## src/rtl/snoop_sequencer.sv

```systemverilog
// snoop_sequencer: fetches CPU-tagged instructions, arbitrates for the shared
// bus, runs a snoop window on the listening CPUs and hands execution to the
// issuing CPU.
// Ports: clock/clear (sync active-low), start, imem_we/imem_addr/imem_wdata
// (instruction load), bus_req/bus_msg/bus_gnt (arbiter), cpu_en/cpu_issuer/inst/
// snoop_shared/shared/cpu_done (CPU side), pc/busy/halted/err (status).
// Optional feature: define SNOOP_TIMEOUT_EN to bound the ARB and EXEC waits.
module snoop_sequencer #(
   parameter int NUM_CPU    = 3,
   parameter int TAG_W      = 3,
   parameter int IMEM_DEPTH = 32,
   parameter int BUS_W      = 10,
   parameter int SNOOP_CYC  = 2,
   parameter int TIMEOUT    = 15,
   localparam int ID_W      = $clog2(NUM_CPU),
   localparam int PC_W      = $clog2(IMEM_DEPTH),
   localparam int INST_W    = 2 + ID_W + TAG_W
) (
   input  logic               clock,
   input  logic               clear,
   input  logic               start,
   input  logic               imem_we,
   input  logic [PC_W-1:0]    imem_addr,
   input  logic [INST_W-1:0]  imem_wdata,
   output logic               bus_req,
   output logic [BUS_W-1:0]   bus_msg,
   input  logic               bus_gnt,
   output logic [NUM_CPU-1:0] cpu_en,
   output logic [NUM_CPU-1:0] cpu_issuer,
   output logic [INST_W-1:0]  inst,
   input  logic [NUM_CPU-1:0] snoop_shared,
   output logic               shared,
   input  logic [NUM_CPU-1:0] cpu_done,
   output logic [PC_W-1:0]    pc,
   output logic               busy,
   output logic               halted,
   output logic               err
);

   if (NUM_CPU < 2 || BUS_W < 4 + TAG_W || SNOOP_CYC < 1 || TIMEOUT < 1)
   begin : g_bad_cfg
      $error("snoop_sequencer: illegal parameter set");
   end

   typedef enum logic [2:0] {
      IDLE, FETCH, DECODE, ARB, SNOOP, EXEC
   } state_t;

   localparam int SC_W = $clog2(SNOOP_CYC + 1);

   state_t            state;
   logic [INST_W-1:0] imem [IMEM_DEPTH];
   logic [SC_W-1:0]   scnt;

   logic               cur_halt;
   logic [ID_W-1:0]    cur_id;
   logic               cur_op;
   logic [TAG_W-1:0]   cur_tag;
   logic               bad_id;
   logic [BUS_W-1:0]   next_msg;
   logic               snoop_last;
   logic               done_hit;

   // Memory is not reset; the write lands at the edge, so a same-cycle
   // fetch of that address still sees the old word.
   always_ff @(posedge clock) begin
      if (imem_we) imem[imem_addr] <= imem_wdata;
   end

   assign cur_halt   = inst[INST_W-1];
   assign cur_id     = inst[INST_W-2 -: ID_W];
   assign cur_op     = inst[TAG_W];
   assign cur_tag    = inst[TAG_W-1:0];
   assign bad_id     = 32'(cur_id) >= 32'(NUM_CPU);
   assign snoop_last = scnt == SC_W'(SNOOP_CYC - 1);
   assign done_hit   = |(cpu_done & cpu_issuer);
   assign busy       = state != IDLE;

   always_comb begin
      next_msg = '0;
      next_msg[BUS_W-1 -: 4] = cur_op ? 4'b0100 : 4'b0011;
      next_msg[BUS_W-5 -: TAG_W] = cur_tag;
   end

`ifdef SNOOP_TIMEOUT_EN
   localparam int TO_W = $clog2(TIMEOUT + 1);
   logic [TO_W-1:0] wcnt;
   logic            wait_exp;
   assign wait_exp = wcnt == TO_W'(TIMEOUT - 1);
`endif

   always_ff @(posedge clock) begin
      if (!clear) begin
         state      <= IDLE;
         pc         <= '0;
         inst       <= '0;
         bus_req    <= 1'b0;
         bus_msg    <= '0;
         cpu_en     <= '0;
         cpu_issuer <= '0;
         shared     <= 1'b0;
         halted     <= 1'b0;
         err        <= 1'b0;
         scnt       <= '0;
`ifdef SNOOP_TIMEOUT_EN
         wcnt       <= '0;
`endif
      end else begin
         halted <= 1'b0;
         unique case (state)
            IDLE: begin
               if (start) begin
                  err   <= 1'b0;
                  state <= FETCH;
               end
            end
            FETCH: begin
               inst  <= imem[pc];
               pc    <= pc + 1'b1;
               state <= DECODE;
            end
            DECODE: begin
               if (cur_halt) begin
                  halted <= 1'b1;
                  state  <= IDLE;
               end else if (bad_id) begin
                  err   <= 1'b1;
                  state <= FETCH;
               end else begin
                  cpu_issuer <= NUM_CPU'(1) << cur_id;
                  bus_req    <= 1'b1;
                  bus_msg    <= next_msg;
                  state      <= ARB;
`ifdef SNOOP_TIMEOUT_EN
                  wcnt       <= '0;
`endif
               end
            end
            ARB: begin
               if (bus_gnt) begin
                  bus_req <= 1'b0;
                  cpu_en  <= ~cpu_issuer;
                  scnt    <= '0;
                  state   <= SNOOP;
               end
`ifdef SNOOP_TIMEOUT_EN
               else if (wait_exp) begin
                  err        <= 1'b1;
                  bus_req    <= 1'b0;
                  cpu_en     <= '0;
                  cpu_issuer <= '0;
                  state      <= FETCH;
               end else begin
                  wcnt <= wcnt + 1'b1;
               end
`endif
            end
            SNOOP: begin
               if (snoop_last) begin
                  // Only the listeners count; the issuer's own line is masked.
                  shared <= |(snoop_shared & ~cpu_issuer);
                  cpu_en <= cpu_issuer;
                  state  <= EXEC;
`ifdef SNOOP_TIMEOUT_EN
                  wcnt   <= '0;
`endif
               end else begin
                  scnt <= scnt + 1'b1;
               end
            end
            EXEC: begin
               if (done_hit) begin
                  cpu_en     <= '0;
                  cpu_issuer <= '0;
                  state      <= FETCH;
               end
`ifdef SNOOP_TIMEOUT_EN
               else if (wait_exp) begin
                  err        <= 1'b1;
                  cpu_en     <= '0;
                  cpu_issuer <= '0;
                  state      <= FETCH;
               end else begin
                  wcnt <= wcnt + 1'b1;
               end
`endif
            end
            default: state <= IDLE;
         endcase
      end
   end

endmodule

```

## config.mk

```make
export PLATFORM = sky130hd
export DESIGN_NAME = snoop_sequencer
export DESIGN_NICKNAME = d
export VERILOG_FILES = /design/src/rtl/snoop_sequencer.sv
export SDC_FILE = /design/constraint.sdc
export NUM_CORES = 1
export LEC_CHECK = 0
export CORE_MARGIN = 1
export CORE_UTILIZATION = 50
export CTS_BUF_LIST = sky130_fd_sc_hd__clkbuf_4 sky130_fd_sc_hd__clkbuf_8
export DETAILED_ROUTE_END_ITERATION = 8
export PLACE_DENSITY = 0.64
export SYNTH_ARGS = -nofsm -noshare
export SYNTH_HDL_FRONTEND = slang
export SYNTH_SLANG_ARGS = --single-unit
```

## constraint.sdc

```tcl
create_clock -name clock -period 4.22 [get_ports clock]
set_input_delay 0.844 -clock clock [delete_from_list [all_inputs] [get_ports clock]]
set_output_delay 0.844 -clock clock [all_outputs]
set_load 0.02 [all_outputs]
```

==> results of run 1 <==
metrics by stage:
stage	hold slack, ps	total power [mW]
floorplan	479	3.27
global placement	465	3.45
detailed placement	469	3.46
CTS	478	5.49
global route	524	5.65
finish	474	5.44
layout make-up:
type | instances | area [um2] | area share, %
clock buffer | 58 | 698 | 5.93
clock inverter | 14 | 91.3 | 0.776
inverter | 6 | 22.5 | 0.191
multi-input combinational | 318 | 2650 | 22.5
sequential | 256 | 7370 | 62.6
tap | 270 | 338 | 2.87
timing repair buffer | 63 | 596 | 5.06
layer usage:
metal / track usage, % / up-vias / routed length [um]
met1: 30.7 / 2870 / 9590
met5: 0 / - / 0
met4: 7.89 / 0 / 471
li1: - / 2558 / -
met3: 5.30 / 38 / 1600
met2: 35.4 / 238 / 10900
state kept, by name, indices dropped and copies added, names as in the netlist:
register    cells
bus_msg         5
bus_req         1
cpu_en          3
cpu_issuer      3
err             1
halted          1
imem          224
inst            7
pc              5
scnt            2
shared          1
state           3
worst min path at each step:
stage                           from    endpoint  slack (ps)
after floorplan              inst[0]  bus_msg[3]         480
after global placement    bus_msg[7]  bus_msg[7]         460
after detailed placement  bus_msg[7]  bus_msg[7]         470
after CTS                 bus_msg[7]  bus_msg[7]         480
after global routing      bus_msg[7]  bus_msg[7]         520
final                     bus_msg[7]  bus_msg[7]         470
placed cells by master, fill, tap and decap left out, drive strengths merged, types with 2 or more instances in the layout:
master | netlist | layout
xor2 | 2 | 2
dfxtp | 32 | 32
inv | 6 | 6
and2 | 3 | 3
o211ai | 2 | 2
nor4 | 13 | 13
clkdlybuf4s50 | 0 | 50
mux2i | 61 | 61
nor2 | 67 | 67
conb | 1 | 4
a31oi | 2 | 2
edfxtp | 224 | 224
nand3b | 9 | 9
ha | 2 | 2
nand3 | 6 | 6
o22ai | 19 | 19
xnor2 | 2 | 2
o21ai | 11 | 11
nor4b | 2 | 2
clkinv | 0 | 11
clkbuf | 11 | 58
or3b | 3 | 3
nand2b | 4 | 4
nor3 | 10 | 10
mux4 | 36 | 36
clkinvlp | 0 | 2
a21oi | 11 | 11
nand2 | 16 | 16
buf | 29 | 13
nor2b | 11 | 11
nand4 | 2 | 2
or3 | 2 | 2
a21boi | 3 | 3
a311oi | 2 | 2
o2111a | 2 | 2
power groups by stage:
stage | Sequential (mW) | Combinational [mW] | Clock [mW]
2_1_floorplan | 2.89 | 0.376 | 0
3_3_place_gp | 2.94 | 0.511 | 0
3_5_place_dp | 2.94 | 0.516 | 0
4_1_cts | 2.89 | 0.516 | 2.09
5_1_grt | 2.90 | 0.547 | 2.21
6_report | 2.88 | 0.513 | 2.04
logic make-up (layout without fill, tap and decap cells):
group / after synthesis / after routing / synth area share, %
AO/OA/AOI/OAI: 59 / 59 / 3.72
multiplexers: 97 / 97 / 13.8
buffers and inverters: 46 / 141 / 2.64
AND/OR/NAND/NOR: 152 / 152 / 7.52
other: 1 / 4 / 0.0365
adder cells (fa/ha/maj): 2 / 2 / 0.243
flip-flops: 256 / 256 / 71.7
XOR/XNOR: 4 / 4 / 0.341
==> results.toml, run 1 <==
[status]
outcome = "complete, no violations"

[worst_hold_path]
hold_path_class = "flop to flop"
hold_path_depth = 2

[synthesis]
synth.cells.most_frequent = "edfxtp_1, nor2_1, mux2i_1"
synth_largest_area_cell = "edfxtp_1"
netlist_area_um2 = 10300
synthArstFlopShare_pct = 0
yosysMostFrequentCell = "edfxtp_1"
synth_enable_flop_cells = 224
synth.top_cell.area_share_pct = 65.4
syn_inst = 617
avgSynthCellArea_um2 = 16.7
ys_types = 49
synth_area_leaders = "edfxtp_1, mux4_2, dfxtp_1, mux2i_1, nor2_1"
ys_ff_latch = 256
synth_flop_cell = "edfxtp_1"
synth_warnings = 0
ys_seq_area_share_pct = 71.7

[setup_path]
cp.arrival_ps = 2170
cpPeakStageDelay_ps = 870
crit_buf_inv = 1
crit_cells = 1
reg2reg_to = "inst[2]"
cp_top_family = "flip-flops"
rr_worst_depth = 7
reg2reg_slack_ps = 1720
worst_setup_path_start_kind = "flop"
cp-startpoint = "pc[2]"
cp_slowest_cell = "dfxtp_2"
path_cells = "clkdlybuf4s50_1"
setup.worst_path.end = "pc[2]"
crit_path_end_kind = "output port"
crit_fanout = 35
cp.required_ps = 3380
timing.rr.start = "pc[0]"
setup.worst_path.class = "flop to output port"

[sta]
worst_slack_ps = 1200
tightest_slew_ps = 893
report.final.hold_viol_count = 0
rsz0062_at_grt = "no"
min_period_ps = 3020
timing.fmax_ghz = 0.331
slew_violations = 0
slew-limit-headroom_pct = 40.2
finalCritPeriodShare_pct = 71.5
skew_ps = 11.9
setup_tns_ps = 0
setup_viol = 0

[route]
dr.pass1.iters = 5
wl_um = 22500
drc_errors = 0
drt_iter0_markers = 464
via_per_inst = 5.79
vias = 5704
drtAntennaViolNets = 0
wire_per_inst_um = 22.9

[global_routing]
track_usage_pct = 22.4
grt_pass1_wl_um = 35300
grt_overflow = 0
grt_max_degree = 43
antenna_found_initial = 0
grt_pass1_vias = 5888

[die]
start_util_pct = 51.0
dieArea_um2 = 21100
fp.dieH_um = 145
die_x_um = 145
num_io_pins = 56
core_um2 = 20200
core.rowCount = 52

[place]
gp_congestion = 0.849
hpwl_um = 14500
dp_cells = 913
port-buffer-count = 51
dp_slack_ps = 1300
place_area_um2 = 11000

[pwr]
netSwitchingFraction_pct = 23.4
pwr-share-seq_pct = 53.0
power.density_nw_per_um2 = 462
power_frac_comb_pct = 9.4
p_leak_nw = 3.71
clkPwrFrac_pct = 37.6
power.switching_mw = 1.27
ir_worst_vdd_v = 0.000321
internal_power_mw = 4.17

[final_layout]
drive_gt1_share_pct = 17.2
fill_cells = 1562
utilization_pct = 58.4
fin_area_um2 = 11800
final_cells = 985
diodes = 0
fin_nets = 710
syn_to_final_growth_pct = 14.5

[cts]
cts_hold_buf = 0
clock_latency_ps = 530
clkSlewWorstSetupHoldPaths_ps = 60
clkSinkCount = 256
cts_tree = "built"
cts_buffers = 40
cts_root_buffer = "clkbuf_8"
postCtsSetupRepairBufs = 0
htree_levels = 2
clockBufferDepth = 3
cts_resized = 0

[flow_run]
maxCapViolCount = 0
Note: power is estimated with default switching activity, not from simulation.
==> run 2, diff against run 1 <==
PLACE_DENSITY = 0.67   (was 0.64)
clock period = 2.7 ns   (was 4.22 ns; I/O delays follow)
==> run 2 against run 1 <==
Net effect:
- flip-flop and latch count stayed put
- global-route usage is 0.67 points lower
- clock power is 67% higher
- cell area is 3.6% higher
- worst setup slack worse by 1100 ps
- critical endpoint is now busy
- cell count is 4.8% higher
- highest routed layer unchanged
- power is 61% higher
- largest power group unchanged
- non-clock buffer count is 44 higher
- via count is 0.40% higher
- hold slack worse by 3.6 ps
- largest cell class unchanged
==> results.toml, run 2 (synthesis gave the netlist of run 1 again) <==
[final_layout]
fin_nets = 755
diodes = 0
largest_reg_flops = 224
layout_common_cells = "edfxtp_1, nor2_1, mux2i_1"
layout_commonest_cell = "edfxtp_1"
syn_to_final_growth_pct = 18.6
final_cells = 1032
largestRegisters = "imem x224, inst x7"
max_flop_register = "imem"
drive_gt1_share_pct = 21.4
fin_area_um2 = 12200

[cts]
cts_root_buffer = "clkbuf_8"
postCtsSetupRepairBufs = 0
clockBufferDepth = 3
clkSlewWorstSetupHoldPaths_ps = 60
cts_tree = "built"
htree_levels = 2
clkSinkCount = 256
clock_latency_ps = 540
cts_buffers = 41

[setup_path]
worst_setup_path_start_kind = "flop"
crit_path_end_kind = "output port"
cpPeakStageDelay_ps = 620
cp.arrival_ps = 2010
cp-startpoint = "state[0]"
reg2reg_slack_ps = 470
setup.worst_path.class = "flop to output port"
crit_fanout = 17
cp.required_ps = 2160
cp_slowest_cell = "dfxtp_1"
path_cells = "nor2_1 -> nand2_1 -> clkdlybuf4s50_1"
rr_worst_depth = 6
timing.rr.start = "pc[0]"
reg2reg_to = "inst[5]"

[route]
via_per_inst = 5.55
vias = 5727
wire_per_inst_um = 21.3
drt_iter0_markers = 498
dr.pass1.iters = 5
drtAntennaViolNets = 0
drc_errors = 0
wl_um = 22000

[global_routing]
grt_overflow = 0
antenna_found_initial = 0
grt_max_degree = 33
track_usage_pct = 21.7
grt_pass1_wl_um = 34400
grt_pass1_vias = 5952

[die]
num_io_pins = 56
dieArea_um2 = 21100
fp.dieH_um = 145
die_x_um = 145
core.rowCount = 52
core_um2 = 20200
start_util_pct = 51.0

[sta]
finalCritPeriodShare_pct = 94.5
worst_slack_ps = 148
min_period_ps = 2550
tightest_slew_ps = 589
rsz0062_at_grt = "no"
slew_violations = 0
report.final.hold_viol_count = 0
timing.fmax_ghz = 0.392
setup_tns_ps = 0
slew-limit-headroom_pct = 60.6
skew_ps = 13.5
setup_viol = 0

[worst_hold_path]
hold_path_depth = 2
hp-start = "bus_msg[7]"
hold-path-endpoint = "bus_msg[7]"
hold_path_class = "flop to flop"

[place]
gp_congestion = 0.833
hpwl_um = 14800
dp_cells = 957
place_area_um2 = 11300
port-buffer-count = 51
dp_slack_ps = 213

[status]
outcome = "complete, no violations"

[flow_run]
maxCapViolCount = 0

[pwr]
power.density_nw_per_um2 = 719
ir_worst_vdd_v = 0.000541
p_leak_nw = 3.98
## run 2: area by class of cell
class                           count  area, um2
Fill cell                        1456       7970
Sequential cell                   256       7370
Multi-Input combinational cell    318       2650
Timing Repair Buffer              107        956
Clock buffer                       50        644
Tap cell                          270        338
Clock inverter                     25        211
Inverter                            6       22.5
## run 2: timing repair
action	CTS	global route
endpoints found under the setup margin	1	0
resized for setup	1	0
hold buffers	0	0
## run 2: worst max-delay path by stage
stage,end,cells past startpoint,slack [ps]
after global placement,imem[14][5],3,280
final,busy,3,150
after global routing,busy,3,30
after floorplan,inst[3],7,800
after detailed placement,imem[14][6],3,210
after CTS,busy,3,130
## run 2: worst max-delay path: cells and delay by family (launching register included)
family                 cells  cell delay (ps)
flip-flops                 1              620
AND/OR/NAND/NOR            2              260
buffers and inverters      1              600
## run 2: report_power, final
| group | switching [mW] | internal, mW | total (mW) |
|---|---|---|---|
| Clock | 1.45 | 1.96 | 3.41 |
| Combinational | 0.456 | 0.427 | 0.884 |
| Sequential | 0.0967 | 4.38 | 4.48 |
| Total | 2.00 | 6.77 | 8.77 |
## run 2: through the flow
step	power [mW]	hold slack [ps]	util [%]
floorplan	5.11	479	-
global placement	5.43	459	56.2
detailed placement	5.45	470	56.2
CTS	8.84	478	60.5
global route	9.07	493	60.5
finish	8.77	470	60.5
## run 2: routing by layer
layer  share of wire [%]  global-route usage, %  vias to the layer above
li1                    -                      -                     2638
met1                  43                   29.4                     2824
met2                  48                   35.2                      223
met3                 6.4                   4.26                       42
met4                 2.6                   8.16                        0
met5                   0                      0                        -
